==> src/rtl/cnn_buf_pkg.sv <==
// Shared definitions for the conv window reader: output-map sizing, FSM encoding, window addressing.
// Latency: n/a (package).
// Backpressure: n/a (package).
package cnn_buf_pkg;

    typedef enum logic [2:0] {
        ST_IDLE    = 3'd0,
        ST_ISSUE   = 3'd1,
        ST_WAIT    = 3'd2,
        ST_PRESENT = 3'd3,
        ST_RELEASE = 3'd4
    } rd_state_t;

    // Number of window positions along the image width at stride 1.
    function automatic int unsigned out_w(input int unsigned img_w, input int unsigned kernel);
        return img_w - kernel + 1;
    endfunction

    // Number of window positions along the image height at stride 1.
    function automatic int unsigned out_h(input int unsigned img_h, input int unsigned kernel);
        return img_h - kernel + 1;
    endfunction

    // Linear buffer address of port k of the window whose top-left pixel is (row, col).
    // Ports are row-major inside the window.
    function automatic logic [31:0] win_addr(input logic [31:0] row, input logic [31:0] col,
                                             input int unsigned k, input int unsigned kernel,
                                             input int unsigned img_w);
        int unsigned kr;
        int unsigned kc;
        kr = k / kernel;
        kc = k % kernel;
        return (row + kr) * img_w + (col + kc);
    endfunction

endpackage

==> src/rtl/conv_window_reader_win_addr_gen.sv <==
// Maps a window position (row, col) to the packed per-port buffer addresses.
// Latency: purely combinational.
// Backpressure: none; output follows row/col.
module win_addr_gen
    import cnn_buf_pkg::*;
#(
    parameter int ADDR_WIDTH = 16,
    parameter int KERNEL     = 5,
    parameter int PORT_NUM   = 25,
    parameter int IMG_W      = 32
) (
    input  logic [ADDR_WIDTH-1:0]          row,
    input  logic [ADDR_WIDTH-1:0]          col,
    output logic [PORT_NUM*ADDR_WIDTH-1:0] addr_np
);

    for (genvar k = 0; k < PORT_NUM; k++) begin : g_port
        assign addr_np[k*ADDR_WIDTH +: ADDR_WIDTH] =
            ADDR_WIDTH'(win_addr(32'(row), 32'(col), k, KERNEL, IMG_W));
    end

endmodule

==> src/rtl/conv_window_reader.sv <==
// Read-side controller: scans every KERNEL x KERNEL window of a full ping-pong bank for the conv core.
// Latency: rd_en 1 cycle after bank_full[cur] seen in IDLE, win_valid 2 cycles after rd_en; >= 3 cycles/window.
// Backpressure: a presented window holds data/row/col stable and issues no read until win_ready.
module conv_window_reader
    import cnn_buf_pkg::*;
#(
    parameter int WIDTH      = 16,
    parameter int ADDR_WIDTH = 16,
    parameter int KERNEL     = 5,
    parameter int PORT_NUM   = 25,
    parameter int IMG_W      = 32,
    parameter int IMG_H      = 32
) (
    input  logic                          clk,
    input  logic                          rst_n,
    input  logic [1:0]                    bank_full,
    output logic [1:0]                    bank_release,
    output logic                          rd_bank_sel,
    output logic                          rd_en,
    output logic [PORT_NUM*ADDR_WIDTH-1:0] rd_addr_NP,
    input  logic [PORT_NUM*WIDTH-1:0]     rd_data_NP,
    output logic                          win_valid,
    input  logic                          win_ready,
    output logic [PORT_NUM*WIDTH-1:0]     win_data,
    output logic [ADDR_WIDTH-1:0]         win_row,
    output logic [ADDR_WIDTH-1:0]         win_col,
    output logic                          frame_done
);

    if (PORT_NUM != KERNEL * KERNEL) begin : g_bad_port_num
        $error("conv_window_reader: PORT_NUM must equal KERNEL*KERNEL");
    end
    if (longint'(IMG_W) * longint'(IMG_H) > (longint'(1) << ADDR_WIDTH)) begin : g_bad_img_size
        $error("conv_window_reader: IMG_W*IMG_H does not fit in ADDR_WIDTH");
    end

    localparam int unsigned OUT_W = out_w(IMG_W, KERNEL);
    localparam int unsigned OUT_H = out_h(IMG_H, KERNEL);
    localparam logic [ADDR_WIDTH-1:0] LAST_COL = ADDR_WIDTH'(OUT_W - 1);
    localparam logic [ADDR_WIDTH-1:0] LAST_ROW = ADDR_WIDTH'(OUT_H - 1);

    rd_state_t               state, state_nxt;
    logic                    cur, cur_nxt;
    logic [ADDR_WIDTH-1:0]   row, row_nxt;
    logic [ADDR_WIDTH-1:0]   col, col_nxt;
    logic                    capture;
    logic [PORT_NUM*ADDR_WIDTH-1:0] addr_nxt;

    // Addresses are generated from the next position and registered, so rd_addr_NP always
    // matches the row/col registers while still coming out of reset as zero.
    win_addr_gen #(
        .ADDR_WIDTH (ADDR_WIDTH),
        .KERNEL     (KERNEL),
        .PORT_NUM   (PORT_NUM),
        .IMG_W      (IMG_W)
    ) u_addr_gen (
        .row     (row_nxt),
        .col     (col_nxt),
        .addr_np (addr_nxt)
    );

    // FSM state register
    always_ff @(posedge clk or negedge rst_n) begin
        if (!rst_n) begin
            state <= ST_IDLE;
        end else begin
            state <= state_nxt;
        end
    end

    // Bank pointer and window position counters
    always_ff @(posedge clk or negedge rst_n) begin
        if (!rst_n) begin
            cur <= 1'b0;
            row <= '0;
            col <= '0;
        end else begin
            cur <= cur_nxt;
            row <= row_nxt;
            col <= col_nxt;
        end
    end

    // Read address register, tracks the window position
    always_ff @(posedge clk or negedge rst_n) begin
        if (!rst_n) begin
            rd_addr_NP <= '0;
        end else begin
            rd_addr_NP <= addr_nxt;
        end
    end

    // Window capture in the cycle the bank returns data for the last read
    always_ff @(posedge clk or negedge rst_n) begin
        if (!rst_n) begin
            win_data <= '0;
        end else if (capture) begin
            win_data <= rd_data_NP;
        end
    end

    // Next-state, position update and strobes
    always_comb begin
        state_nxt    = state;
        cur_nxt      = cur;
        row_nxt      = row;
        col_nxt      = col;
        capture      = 1'b0;
        rd_en        = 1'b0;
        win_valid    = 1'b0;
        bank_release = 2'b00;
        frame_done   = 1'b0;
        case (state)
            ST_IDLE: begin
                // Only the bank we own next matters; the other bank waits its turn.
                if (bank_full[cur]) begin
                    state_nxt = ST_ISSUE;
                end
            end
            ST_ISSUE: begin
                rd_en     = 1'b1;
                state_nxt = ST_WAIT;
            end
            ST_WAIT: begin
                capture   = 1'b1;
                state_nxt = ST_PRESENT;
            end
            ST_PRESENT: begin
                win_valid = 1'b1;
                if (win_ready) begin
                    if (row == LAST_ROW && col == LAST_COL) begin
                        state_nxt = ST_RELEASE;
                    end else begin
                        state_nxt = ST_ISSUE;
                        if (col == LAST_COL) begin
                            col_nxt = '0;
                            row_nxt = row + 1'b1;
                        end else begin
                            col_nxt = col + 1'b1;
                        end
                    end
                end
            end
            ST_RELEASE: begin
                bank_release = cur ? 2'b10 : 2'b01;
                frame_done   = 1'b1;
                row_nxt      = '0;
                col_nxt      = '0;
                cur_nxt      = ~cur;
                state_nxt    = ST_IDLE;
            end
            default: begin
                state_nxt = ST_IDLE;
            end
        endcase
    end

    assign rd_bank_sel = cur;
    assign win_row     = row;
    assign win_col     = col;

endmodule

==> config.mk <==
export PLATFORM = sky130hd
export DESIGN_NAME = conv_window_reader
export DESIGN_NICKNAME = d
export VERILOG_FILES = /design/src/rtl/cnn_buf_pkg.sv /design/src/rtl/conv_window_reader_win_addr_gen.sv /design/src/rtl/conv_window_reader.sv
export SDC_FILE = /design/constraint.sdc
export NUM_CORES = 1
export LEC_CHECK = 0
export BUFFER_PORTS_ARGS = -buffer_cell sky130_fd_sc_hd__buf_2
export CAP_MARGIN = 30
export CORE_AREA = 5 5 484 486
export CTS_CLUSTER_DIAMETER = 30
export CTS_CLUSTER_SIZE = 8
export DETAILED_ROUTE_END_ITERATION = 6
export DIE_AREA = 0 0 489 491
export GPL_ROUTABILITY_DRIVEN = 0
export HOLD_SLACK_MARGIN = 0.06
export PLACE_DENSITY = 0.31
export SYNTH_ARGS = -nofsm -noshare
export SYNTH_HDL_FRONTEND = slang
export SYNTH_SLANG_ARGS = --single-unit
==> constraint.sdc <==
create_clock -name clk -period 6.4 [get_ports clk]
set_input_delay 0.32 -clock clk [delete_from_list [all_inputs] [get_ports clk]]
set_output_delay 0.32 -clock clk [all_outputs]
set_load 0.02 [all_outputs]
==> metrics.md, run 1 <==
| Metric | Value |
|---|---|
| Detailed-route via count | `31,100` |
| Unique cell type count in the Yosys netlist | `102` |
| Async SR Flop Fraction | `1.000` |
| Classification of the worst-slack hold path | `in2reg` |
| Multiplexer share of the synthesized area | `0.1280` |
| Gate Count Post-Synth | `2,895` |
| Seq cells post-synth | `707` |
| Tightest Pin Transition | `1025 ps` |
| Global Route Usage Sum | `0.1909` |
| Power density over cell area | `496.7 nW/µm²` |
| Synth warn | `0` |
| Share of cells above drive strength 1 | `0.4634` |
| Worst vdd rail ir drop | `0.2120 mV` |
| Overall power after layout | `29.27 mW` |
| Switching component of the power | `10.65 mW` |
| Die span in x | `489 µm` |
| Synthesized Nets | `3,545` |
| Clock Pin Slew Worst Setup and Hold Paths | `40 ps` |
| Worst clock skew | `87.47 ps` |
| Routed WL per cell | `29.38 µm` |
| Max H-tree Level | `5` |
| Largest net degree at the start of global routing | `155` |
| Leading register cell type out of synthesis | `sky130_fd_sc_hd__dfrtp_1` |
| Reg power frac | `0.227` |
| Final clock period utilization by the worst path | `0.9426` |
| Overflow after GRT | `0` |
| CTS tree | `built` |
| Number of global-route vias before repair | `33,470` |
| XOR/XNOR Fraction of Synth Area | `0.08652` |
| Simple-gate share of the synthesized area | `0.05737` |
| Int Pwr | `18.62 mW` |
| Yosys top cell area share | `0.5002` |
| Count of flip-flops with a built-in enable after synthesis | `0` |
| Worst path arrival time | `6810 ps` |
| Path type of the worst setup path | `reg2reg` |
| Hold violation total from the final report | `0` |
| Netlist area before placement | `35,370 µm²` |
| Total negative slack | `0 ps` |
| Outcome | `finished, final reports clean` |
| Pre-antenna DRT Iters | `5` |
| Wire length of the first global-routing pass | `307,800 µm` |
| Post-synthesis share of cell area spent on full adders, half adders and majority gates | `0.09306` |
| Clk_lat worst skew | `930 ps` |
| Setup crit start kind | `register` |
| Relative area change from synthesis to final layout | `66.59%` |
| Max-slew violation total from the final report | `0` |
| Switching part of the total power | `0.3637` |
| Combinational cell fraction of total power | `0.321` |
| Worst hold slack | `156.6 ps` |
| Share of the core filled with cells | `0.2571` |
| Most common cell after layout, fill and taps aside | `sky130_fd_sc_hd__buf_2` |
| Number of port buffers | `1,242` |
| RSZ-0062 raised after global routing | `no` |
| Die height | `491 µm` |
| Maximum clock frequency | `0.1658 GHz` |
| Avg Vias per Cell | `3.857` |
| Post-layout min period | `6032 ps` |
| Worst-path maximum fanout | `18` |
| Clock power share | `0.452` |
| Number of antenna violations at the first check in global routing | `81` |
| Number of DRC violations after detailed routing | `0` |
| Complex-gate fraction of the synthesized area | `0.07980` |
| Net total in the final layout | `5,450` |
| Maximum count of clock buffers along a single path | `4` |
| Most used cells in the layout excluding fill and tap cells | `sky130_fd_sc_hd__buf_2, sky130_fd_sc_hd__dfrtp_1, sky130_fd_sc_hd__dlygate4sd3_1, sky130_fd_sc_hd__mux2_2, sky130_fd_sc_hd__clkbuf_16` |
| Routed Antenna Nets | `0` |
| Leakage component of the power | `28.74 nW` |
| Initial Utilization | `0.1543` |
| Area of the core | `229,200 µm²` |
| Main area contributors after synthesis | `sky130_fd_sc_hd__dfrtp_1, sky130_fd_sc_hd__mux2_2, sky130_fd_sc_hd__ha_1` |
| Clock sink count | `707` |
| Post-detail-place hpwl | `193,900 µm` |
| Clk Tree Root Cell | `sky130_fd_sc_hd__clkbuf_16` |
| Max-Slew Margin vs Limit | `0.3170` |
| Violation count after the first detailed-routing iteration | `1,604` |
| Syn_area_per_cell | `12.22 µm²` |
| Dominant combinational cell family by area after synthesis | `multiplexers` |
| Top-level port count | `1,243` |
| Number of max-cap violations | `0` |
| Data required time at the worst endpoint | `7170 ps` |
| Final count of negative-setup-slack endpoints | `0` |
| CTS Buf Count | `276` |
| Cell type with the highest aggregate area in the netlist | `sky130_fd_sc_hd__dfrtp_1` |
| Crit path capture type | `register` |
| Routed WL | `236,900 µm` |
| Placement Rows | `176` |
| Total die area | `240,100 µm²` |
| Post-synthesis sequential area ratio | `0.5002` |
[registers in the layout, summed over array words and instances (netlist names)]
name,count
win_data,400
rd_addr_NP,276
win_row,16
win_col,11
state,3
rd_bank_sel,1
[repair_timing]
action | in CTS | in global routing
resized for setup | 0 | 3
endpoints found under the hold margin | 474 | 0
hold buffers | 404 | 0
endpoints found under the setup margin | 0 | 4
buffers inserted | 0 | 0
[layer usage]
layer	routed length [µm]	share of wire	track usage	vias up
met5	179	0.00076	0	-
met4	6782	0.029	0.05716	30
met3	15470	0.065	0.05037	298
met2	117000	0.49	0.3327	1228
met1	97490	0.41	0.2289	15680
li1	-	-	-	13870
[cell usage after synthesis (6+ instances only)]
master	instances
sky130_fd_sc_hd__dfrtp_1	707
sky130_fd_sc_hd__mux2_2	400
sky130_fd_sc_hd__ha_1	227
sky130_fd_sc_hd__xnor2_1	225
sky130_fd_sc_hd__inv_1	170
sky130_fd_sc_hd__a21oi_1	154
sky130_fd_sc_hd__buf_4	129
sky130_fd_sc_hd__xor2_1	107
sky130_fd_sc_hd__nor2_1	106
sky130_fd_sc_hd__o21ai_0	73
sky130_fd_sc_hd__nand2_1	65
sky130_fd_sc_hd__clkbuf_1	64
sky130_fd_sc_hd__o21bai_1	61
sky130_fd_sc_hd__a21o_1	59
sky130_fd_sc_hd__nor3_1	24
sky130_fd_sc_hd__nand3_1	23
sky130_fd_sc_hd__and3_1	18
sky130_fd_sc_hd__fa_1	18
sky130_fd_sc_hd__nand4_1	18
sky130_fd_sc_hd__nor4_1	18
sky130_fd_sc_hd__nand2b_1	15
sky130_fd_sc_hd__nor2b_1	14
sky130_fd_sc_hd__and2_1	13
sky130_fd_sc_hd__o21a_1	13
sky130_fd_sc_hd__a31oi_1	9
sky130_fd_sc_hd__and4_1	9
sky130_fd_sc_hd__maj3_1	8
sky130_fd_sc_hd__nor2_2	6
sky130_fd_sc_hd__o31ai_1	6
sky130_fd_sc_hd__xnor2_2	6
[power groups by stage]
stage	sequential [mW]	clock, mW	combinational, mW
floorplan	8.36	0	3.21
global placement	6.65	0	9.48
detailed placement	6.69	0	9.44
finish	6.65	13.2	9.38
global route	6.82	13.8	9.79
CTS	6.66	13.5	9.74
[final timing paths]
kind                                          startpoint  cells after the start  slack (ps)                   endpoint
worst max-delay path                win_col[8]$_DFF_PN0_                     19         370  rd_addr_NP[271]$_DFF_PN0_
worst min-delay path                     rd_data_NP[106]                      3         160  win_data[106]$_DFFE_PN0P_
worst max register to register      win_col[8]$_DFF_PN0_                     19         370  rd_addr_NP[271]$_DFF_PN0_
worst min register to register  win_data[86]$_DFFE_PN0P_                      1         490   win_data[86]$_DFFE_PN0P_
max in group asynchronous                          rst_n                      3        4800  rd_addr_NP[119]$_DFF_PN0_
min in group asynchronous                          rst_n                      2         180  rd_addr_NP[172]$_DFF_PN0_
[critical path, stage by stage (launching register included)]
cell and delay (ps):
sky130_fd_sc_hd__dfrtp_1 430, sky130_fd_sc_hd__or4_1 590, sky130_fd_sc_hd__or4_4 710, sky130_fd_sc_hd__nor2_1 330, sky130_fd_sc_hd__nand2_1 130, sky130_fd_sc_hd__nand2_2 200, sky130_fd_sc_hd__ha_1 340, sky130_fd_sc_hd__nand2_1 340
sky130_fd_sc_hd__nor2_2 350, sky130_fd_sc_hd__xnor2_1 350, sky130_fd_sc_hd__ha_1 380, sky130_fd_sc_hd__a21o_1 200, sky130_fd_sc_hd__a21oi_1 220, sky130_fd_sc_hd__o21bai_1 100, sky130_fd_sc_hd__maj3_1 420, sky130_fd_sc_hd__a21oi_1 230
sky130_fd_sc_hd__o21ai_2 90, sky130_fd_sc_hd__a21oi_1 170, sky130_fd_sc_hd__maj3_2 220, sky130_fd_sc_hd__xor2_1 130
[logic make-up after synthesis]
logic type | after synthesis
compound gates | 435
simple gates | 377
xor+xnor | 341
buf+inv | 379
mux | 402
fa+ha+maj | 254
flops | 707
[metrics by stage]
step           instances  setup slack [ps]  area, µm²
5_1_grt             8044             14.56      58880
2_1_floorplan       2895             225.4      35380
3_3_place_gp        7142             205.7      45560
3_5_place_dp        7144             219.8      45590
6_report            8065             367.5      58930
4_1_cts             8020             213.2      58800
[layout make-up]
type                    count  area, µm²
flip-flops and latches    707      17690
diodes                     45      112.6
multi-input cells        1809      15760
clock buffers             380       7820
clock inverters            92       1348
repair buffers           1831      11750
well taps                3026       3786
inverters                 175      661.9
fillers                 24370     170300
(Power assumes the default switching activity.)
==> run 2, diff against run 1 <==
ABC_AREA = 1   (was unset)
CORE_AREA = 5 5 478 480   (was 5 5 484 486)
DIE_AREA = 0 0 483 485   (was 0 0 489 491)
PLACE_DENSITY = 0.32   (was 0.31)
==> run 2 against run 1 <==
Synthesized area rose by 3.3%. Clock power fell by 3%. Non-clock buffer count fell by 102. Largest cell class unchanged. Highest routed layer unchanged.
==> metrics.md, run 2 <==
| Metric | Value |
|---|---|
| Clk Tree Root Cell | `sky130_fd_sc_hd__clkbuf_16 (unchanged)` |
| Leading register cell type out of synthesis | `sky130_fd_sc_hd__dfrtp_1 (unchanged)` |
| Final count of negative-setup-slack endpoints | `0 (unchanged)` |
| Routed length on met2 | `122,100 µm (was 117,000 µm)` |
| Met1 WL | `103,300 µm (was 97,490 µm)` |
| Die height | `485 µm (was 491 µm)` |
| Worst vdd rail ir drop | `0.3426 mV (was 0.2120 mV)` |
| Synth warn | `0 (unchanged)` |
| Most common cell after layout, fill and taps aside | `sky130_fd_sc_hd__buf_2 (unchanged)` |
| Placement Rows | `174 (was 176)` |
| Gate Count Post-Synth | `3,420 (was 2,895)` |
| Fin cells | `8,480 (was 8,065)` |
| Data required time at the worst endpoint | `7130 ps (was 7170 ps)` |
| Max-slew violation total from the final report | `0 (unchanged)` |
| Clk_lat worst skew | `920 ps (was 930 ps)` |
| Overflow after GRT | `0 (unchanged)` |
| Delay of the slowest cell on the worst path | `490 ps (was 710 ps)` |
| Most used cell, CP | `sky130_fd_sc_hd__nand2_1 (was sky130_fd_sc_hd__a21oi_1)` |
| Path type of the worst setup path | `reg2reg (unchanged)` |
| Main area contributors after synthesis | `sky130_fd_sc_hd__dfrtp_1, sky130_fd_sc_hd__mux2_2, sky130_fd_sc_hd__ha_1 (unchanged)` |
| Net total in the final layout | `5,903 (was 5,450)` |
| Avg Vias per Cell | `3.939 (was 3.857)` |
| Pre-antenna DRT Iters | `5 (unchanged)` |
| Share of cells above drive strength 1 | `0.4149 (was 0.4634)` |
| Wire length of the first global-routing pass | `327,100 µm (was 307,800 µm)` |
| Number of flip-flops under the largest register name | `400 (unchanged)` |
| Outcome | `finished, final reports clean (unchanged)` |
| Routed WL per cell | `29.42 µm (was 29.38 µm)` |
| Maximum count of clock buffers along a single path | `4 (unchanged)` |
| Number of antenna violations at the first check in global routing | `85 (was 81)` |
| Netlist area before placement | `36,540 µm² (was 35,370 µm²)` |
| RSZ-0062 raised after global routing | `no (unchanged)` |
| Leakage component of the power | `29.15 nW (was 28.74 nW)` |
| CTS Buf Count | `284 (was 276)` |
| Most frequently used cell type in the post-synthesis netlist | `sky130_fd_sc_hd__dfrtp_1 (unchanged)` |
| Global Route Usage Sum | `0.2061 (was 0.1909)` |
| Worst clock skew | `85.79 ps (was 87.47 ps)` |
| Yosys top cell area share | `0.4841 (was 0.5002)` |
| Number of DRC violations after detailed routing | `0 (unchanged)` |
| Syn_area_per_cell | `10.68 µm² (was 12.22 µm²)` |
| Synth cell count leaders | `sky130_fd_sc_hd__dfrtp_1, sky130_fd_sc_hd__nand2_1, sky130_fd_sc_hd__mux2_2, sky130_fd_sc_hd__inv_1, sky130_fd_sc_hd__ha_1 (was sky130_fd_sc_hd__dfrtp_1, sky130_fd_sc_hd__mux2_2, sky130_fd_sc_hd__ha_1, sky130_fd_sc_hd__xnor2_1, sky130_fd_sc_hd__inv_1)` |
| Final clock period utilization by the worst path | `0.8533 (was 0.9426)` |
| Overall power after layout | `37.94 mW (was 29.27 mW)` |
| Uppermost layer routed | `met5 (unchanged)` |
| Die span in x | `483 µm (was 489 µm)` |
| Tightest Pin Transition | `1029 ps (was 1025 ps)` |
| Top-level port count | `1,243 (unchanged)` |
| Synthesized Nets | `4,070 (was 3,545)` |
| Routed WL | `249,500 µm (was 236,900 µm)` |
| Classification of the worst-slack hold path | `in2async (was in2reg)` |
| Maximum clock frequency | `0.1831 GHz (was 0.1658 GHz)` |
| Area of the core | `223,800 µm² (was 229,200 µm²)` |
| Worst path arrival time | `6190 ps (was 6810 ps)` |
| Met3 WL post-DR | `16,160 µm (was 15,470 µm)` |
| Setup crit start kind | `register (unchanged)` |
| Max-Slew Margin vs Limit | `0.3141 (was 0.3170)` |
| Routed Antenna Nets | `0 (unchanged)` |
| Violation count after the first detailed-routing iteration | `1,769 (was 1,604)` |
| Number of port buffers | `1,242 (unchanged)` |
| Cell type with the highest aggregate area in the netlist | `sky130_fd_sc_hd__dfrtp_1 (unchanged)` |
| Seq cells post-synth | `707 (unchanged)` |
| Detailed-route via count | `33,400 (was 31,100)` |
| Count of flip-flops with a built-in enable after synthesis | `0 (unchanged)` |
| Post-synthesis sequential area ratio | `0.4841 (was 0.5002)` |
| Worst-path maximum fanout | `7 (was 18)` |
| Post-detail-place hpwl | `205,100 µm (was 193,900 µm)` |
| CP max stage cell | `sky130_fd_sc_hd__fa_1 (was sky130_fd_sc_hd__or4_4)` |
| Largest register by flop count | `win_data (unchanged)` |
| Async SR Flop Fraction | `1.000 (unchanged)` |
| Total negative slack | `0 ps (unchanged)` |
| Total placed cells including tap cells | `7,554 (was 7,144)` |
| Post-CTS Setup Bufs | `0 (unchanged)` |
| Crit path capture type | `register (unchanged)` |
| Cells resized by post-CTS repair | `0 (unchanged)` |
| Power density over cell area | `640.5 nW/µm² (was 496.7 nW/µm²)` |
| CTS tree | `built (unchanged)` |
| Max H-tree Level | `5 (unchanged)` |
| Clock Pin Slew Worst Setup and Hold Paths | `40 ps (about the same)` |
| Number of global-route vias before repair | `35,100 (was 33,470)` |
| Post-layout min period | `5461 ps (was 6032 ps)` |
| Most used cells in the layout excluding fill and tap cells | `sky130_fd_sc_hd__buf_2, sky130_fd_sc_hd__dfrtp_1, sky130_fd_sc_hd__nand2_1, sky130_fd_sc_hd__dlygate4sd3_1, sky130_fd_sc_hd__mux2_2 (was sky130_fd_sc_hd__buf_2, sky130_fd_sc_hd__dfrtp_1, sky130_fd_sc_hd__dlygate4sd3_1, sky130_fd_sc_hd__mux2_2, sky130_fd_sc_hd__clkbuf_16)` |
| Unique cell type count in the Yosys netlist | `55 (was 102)` |
| Total die area | `234,300 µm² (was 240,100 µm²)` |
| Initial Utilization | `0.1633 (was 0.1543)` |
| Number of max-cap violations | `0 (unchanged)` |
| Clock sink count | `707 (unchanged)` |
| Largest net degree at the start of global routing | `152 (was 155)` |
| Relative area change from synthesis to final layout | `62.10% (was 66.59%)` |
| Hold violation total from the final report | `0 (unchanged)` |
run 2: changes by cell type after synthesis, moves of 15 or more:
cell                       delta
sky130_fd_sc_hd__a21o_1      -52
sky130_fd_sc_hd__a21oi_1     +40
sky130_fd_sc_hd__and3_1      -18
sky130_fd_sc_hd__clkbuf_1    -21
sky130_fd_sc_hd__inv_1      +131
sky130_fd_sc_hd__nand2_1    +423
sky130_fd_sc_hd__nand2_2     +22
sky130_fd_sc_hd__nand2b_1    -15
sky130_fd_sc_hd__nand3_1    +117
sky130_fd_sc_hd__nor2_1      +76
sky130_fd_sc_hd__nor4_1      -17
sky130_fd_sc_hd__o21bai_1    -25
sky130_fd_sc_hd__xnor2_1    -161
sky130_fd_sc_hd__xor2_1     +114
run 2: per-layer routing:
layer	track usage	vias up
met5	0	-
met4	0.06113	28
met3	0.05651	340
met2	0.3562	1335
met1	0.2495	16690
li1	-	15010
run 2: power by group:
part,switching [mW],internal [mW]
clock,3.62,9.22
sequential,1.12,6.65
combinational,12.0,5.35
run 2: cell families after synthesis:
group	count (synthesis)	share of synthesized area
and+or+nand+nor	931	0.1139
muxes	400	0.1233
xor gates and xnor gates	293	0.07187
buffers and inverters	500	0.06574
DFF	707	0.4841
AOI/OAI and AO/OA	344	0.05352
adders and majority gates	245	0.08758
run 2: final timing paths:
kind | end | slack [ps] | start | depth (start not counted)
min | rd_addr_NP[121]$_DFF_PN0_ | 120 | rst_n | 2
min reg2reg | win_row[15]$_DFFE_PN0P_ | 480 | win_row[15]$_DFFE_PN0P_ | 1
max | rd_addr_NP[383]$_DFF_PN0_ | 940 | rd_addr_NP[385]$_DFF_PN0_ | 28
max in group asynchronous | win_data[290]$_DFFE_PN0P_ | 4850 | rst_n | 3
min in group clk | win_data[47]$_DFFE_PN0P_ | 170 | rd_data_NP[47] | 3
max reg2reg | rd_addr_NP[383]$_DFF_PN0_ | 940 | rd_addr_NP[385]$_DFF_PN0_ | 28
run 2: repair_timing:
item / 4_1_cts / 5_1_grt
hold buffers: 404 / 0
setup endpoints to repair: 0 / 0
hold endpoints to repair: 482 / 0
run 2: per-stage QoR:
step	util	hold WS [ps]	worst slack (ps)	cell area [µm²]
6_report	0.2647	119.4	938.7	59230
5_1_grt	0.2644	98.12	444.9	59170
4_1_cts	0.2642	84.29	932.4	59120
3_5_place_dp	0.2059	411.1	950.8	46080
3_3_place_gp	0.2054	412.5	999.9	45980
2_1_floorplan	-	24.41	1249	36540
run 2: area by class of cell:
type                       instances  area (µm²)
fill                           24070      164600
sequential                       707       17690
multi-input combinational       2213       16470
timing repair buffer            1729       11020
clock buffer                     407        8243
tap                             2992        3744
inverter                         318        1205
clock inverter                    73       760.7
antenna                           41       102.6
run 2: critical path, delay by kind of cell, from the launching register on:
family	cells	cell delay (ps)
AND/OR/NAND/NOR	12	1800
adder cells (fa/ha/maj)	3	1020
flip-flops	1	340
XOR/XNOR	3	570
AO/OA/AOI/OAI	6	1110
buffers and inverters	4	520
==> run 3, diff against run 2 <==
BUFFER_PORTS_ARGS = -buffer_cell sky130_fd_sc_hd__buf_4   (was -buffer_cell sky130_fd_sc_hd__buf_2)
CAP_MARGIN = 5   (was 30)
MAX_ROUTING_LAYER = met4   (was unset)
==> run 3 against run 2 <==
Critical path depth decreased by 1. Count of clock-buffer cells in the layout fell by 15. Clock skew fell by 13 ps. Largest power group unchanged. Highest routed layer is now met4.
==> metrics.md, run 3 (synthesis gave the netlist of run 2 again) <==
| Metric | Value |
|---|---|
| Total negative slack | `0 ps (unchanged)` |
| Fin cells | `8,460 (was 8,480)` |
| Max-Slew Margin vs Limit | `0.07822 (was 0.3141)` |
| Worst clock skew | `73.07 ps (was 85.79 ps)` |
| Worst path arrival time | `6170 ps (was 6190 ps)` |
| Worst-path maximum fanout | `7 (unchanged)` |
| Hold violation total from the final report | `0 (unchanged)` |
| Setup crit start kind | `register (unchanged)` |
| Post-Place Setup Slack | `914.7 ps (was 950.8 ps)` |
| Area of the multi-input gates | `16,470 µm² (unchanged)` |
| Detailed-route via count | `33,120 (was 33,400)` |
| Outcome | `finished, final reports clean (unchanged)` |
| CTS Buf Count | `280 (was 284)` |
| Path type of the worst setup path | `reg2reg (unchanged)` |
| Maximum count of clock buffers along a single path | `4 (unchanged)` |
| Number of max-cap violations | `0 (unchanged)` |
| Routed WL per cell | `29.89 µm (was 29.42 µm)` |
| Classification of the worst-slack hold path | `in2async (unchanged)` |
| Clock Pin Slew Worst Setup and Hold Paths | `40 ps (about the same)` |
| Worst hold slack | `73.54 ps (was 119.4 ps)` |
| Worst vdd rail ir drop | `0.3176 mV (was 0.3426 mV)` |
| Number of global-route vias before repair | `35,280 (was 35,100)` |
| Top-level port count | `1,243 (unchanged)` |
| Relative area change from synthesis to final layout | `70.03% (was 62.10%)` |
| Largest net degree at the start of global routing | `165 (was 152)` |
| Violation count after the first detailed-routing iteration | `1,775 (was 1,769)` |
| Post-layout min period | `5450 ps (was 5461 ps)` |
| Hold buffer count at cts | `405 (was 404)` |
| Worst path setup slack after routing | `950.4 ps (was 938.7 ps)` |
| Crit path capture type | `register (unchanged)` |
| Data required time at the worst endpoint | `7120 ps (was 7130 ps)` |
| Number of DRC violations after detailed routing | `0 (unchanged)` |
| Avg Vias per Cell | `3.915 (was 3.939)` |
| Clock sink count | `707 (unchanged)` |
| Number of flip-flops under the largest register name | `400 (unchanged)` |
| Area of the core | `223,800 µm² (unchanged)` |
| Routed Antenna Nets | `0 (unchanged)` |
| Largest register by flop count | `win_data (unchanged)` |
| CTS tree | `built (unchanged)` |
| Most used cells in the layout excluding fill and tap cells | `sky130_fd_sc_hd__buf_4, sky130_fd_sc_hd__dfrtp_1, sky130_fd_sc_hd__nand2_1, sky130_fd_sc_hd__dlygate4sd3_1, sky130_fd_sc_hd__mux2_2 (was sky130_fd_sc_hd__buf_2, sky130_fd_sc_hd__dfrtp_1, sky130_fd_sc_hd__nand2_1, sky130_fd_sc_hd__dlygate4sd3_1, sky130_fd_sc_hd__mux2_2)` |
| Cells resized by post-CTS repair | `0 (unchanged)` |
| Routed WL | `252,900 µm (was 249,500 µm)` |
| Tightest Pin Transition | `1383 ps (was 1029 ps)` |
| Share of cells above drive strength 1 | `0.4155 (was 0.4149)` |
| Post-CTS Setup Bufs | `0 (unchanged)` |
| Clk Tree Root Cell | `sky130_fd_sc_hd__clkbuf_16 (unchanged)` |
| Number of filler instances in the final layout | `23,730 (was 24,070)` |
| Total die area | `234,300 µm² (unchanged)` |
| Number of antenna violations at the first check in global routing | `58 (was 85)` |
| Clk_lat worst skew | `890 ps (was 920 ps)` |
| Initial Utilization | `0.1633 (unchanged)` |
| Power density over cell area | `632.5 nW/µm² (was 640.5 nW/µm²)` |
| Register area | `17,690 µm² (unchanged)` |
| Max-slew violation total from the final report | `0 (unchanged)` |
| Placement Rows | `174 (unchanged)` |
| Final count of negative-setup-slack endpoints | `0 (unchanged)` |
| Number of port buffers | `1,242 (unchanged)` |
| Flop2flop setup slack | `950 ps (was 940 ps)` |
| Most common cell after layout, fill and taps aside | `sky130_fd_sc_hd__buf_4 (was sky130_fd_sc_hd__buf_2)` |
| Global Route Usage Sum | `0.2148 (was 0.2061)` |
| Leakage component of the power | `30.07 nW (was 29.15 nW)` |
| Wire length of the first global-routing pass | `331,400 µm (was 327,100 µm)` |
| Final clock period utilization by the worst path | `0.8515 (was 0.8533)` |
| RSZ-0062 raised after global routing | `no (unchanged)` |
| Total placed cells including tap cells | `7,546 (was 7,554)` |
| Overflow after GRT | `0 (unchanged)` |
| Max H-tree Level | `5 (unchanged)` |
| Pre-antenna DRT Iters | `5 (unchanged)` |
| Post-detail-place hpwl | `207,400 µm (was 205,100 µm)` |
| Maximum clock frequency | `0.1835 GHz (was 0.1831 GHz)` |
| Net total in the final layout | `5,891 (was 5,903)` |
| Die span in x | `483 µm (unchanged)` |
| Die height | `485 µm (unchanged)` |
-- run 3: changes by cell type in the layout (fill, tap and decap cells not counted), sizes merged --
cell / before / now
inv: 321 / 324
clkinvlp: 4 / 1
diode: 41 / 43
dlygate4sd3: 404 / 405
clkinv: 54 / 56
bufinv: 12 / 11
buf: 1325 / 1316
clkbuf: 407 / 392
-- run 3: critical path: stages, from the launching register on --
cell and delay, ps:
sky130_fd_sc_hd__dfrtp_1 400, sky130_fd_sc_hd__ha_1 280, sky130_fd_sc_hd__inv_1 120, sky130_fd_sc_hd__nor2_1 150
sky130_fd_sc_hd__nand2_1 70, sky130_fd_sc_hd__nor2_1 210, sky130_fd_sc_hd__nand2_1 140, sky130_fd_sc_hd__nand2_1 80
sky130_fd_sc_hd__nand2_1 60, sky130_fd_sc_hd__nand2_2 250, sky130_fd_sc_hd__ha_1 260, sky130_fd_sc_hd__inv_1 130
sky130_fd_sc_hd__nor2_1 260, sky130_fd_sc_hd__inv_1 90, sky130_fd_sc_hd__o21ai_0 140, sky130_fd_sc_hd__and2_1 290
sky130_fd_sc_hd__inv_1 210, sky130_fd_sc_hd__fa_1 500, sky130_fd_sc_hd__o21bai_1 190, sky130_fd_sc_hd__a21oi_1 120
sky130_fd_sc_hd__o21ai_0 430, sky130_fd_sc_hd__a21oi_1 140, sky130_fd_sc_hd__o21bai_1 250, sky130_fd_sc_hd__nand2_1 80
sky130_fd_sc_hd__nand2_1 80, sky130_fd_sc_hd__a21oi_1 70, sky130_fd_sc_hd__xor2_1 150, sky130_fd_sc_hd__xor2_1 150
-- run 3: final timing paths --
check | start | end | depth (start not counted)
max in group asynchronous | rst_n | win_data[263]$_DFFE_PN0P_ | 3
min | rst_n | rd_addr_NP[191]$_DFF_PN0_ | 2
min in group clk | rd_data_NP[139] | win_data[139]$_DFFE_PN0P_ | 3
max | win_row[1]$_DFF_PN0_ | rd_addr_NP[47]$_DFF_PN0_ | 27
min reg2reg | win_row[15]$_DFFE_PN0P_ | win_row[15]$_DFFE_PN0P_ | 1
max reg2reg | win_row[1]$_DFF_PN0_ | rd_addr_NP[47]$_DFF_PN0_ | 27
-- run 3: layout make-up --
class                      count  share of cell area
sequential                   707              0.2847
multi-input combinational   2213              0.2651
timing repair buffer        1721              0.2258
clock buffer                 392              0.1312
tap                         2992             0.06025
inverter                     318             0.01939
clock inverter                74             0.01180
antenna                       43            0.001732
-- run 3: per-layer routing --
layer  wire, µm  share of wire  track usage  vias to the layer above
met1     104000           0.41       0.2509                    16570
li1           -              -            -                    15010
met5          0              0            -                        -
met3      16920          0.067      0.05860                      291
met2     125100           0.49       0.3644                     1248
met4       6759          0.027      0.05638                        0
-- run 3: power by group --
part	internal, mW	switching, mW
registers	6.66	1.28
clock network	9.10	3.58
logic	6.73	11.9
-- run 3: metrics by stage --
stage / cell area [µm²] / total power, mW / utilization
after floorplan: 36540 / 17.02 / -
after global placement: 49090 / 26.95 / 0.2193
final: 62130 / 39.30 / 0.2776
after CTS: 62020 / 40.19 / 0.2771
after detailed placement: 49090 / 26.79 / 0.2193
after global routing: 62070 / 41.11 / 0.2773
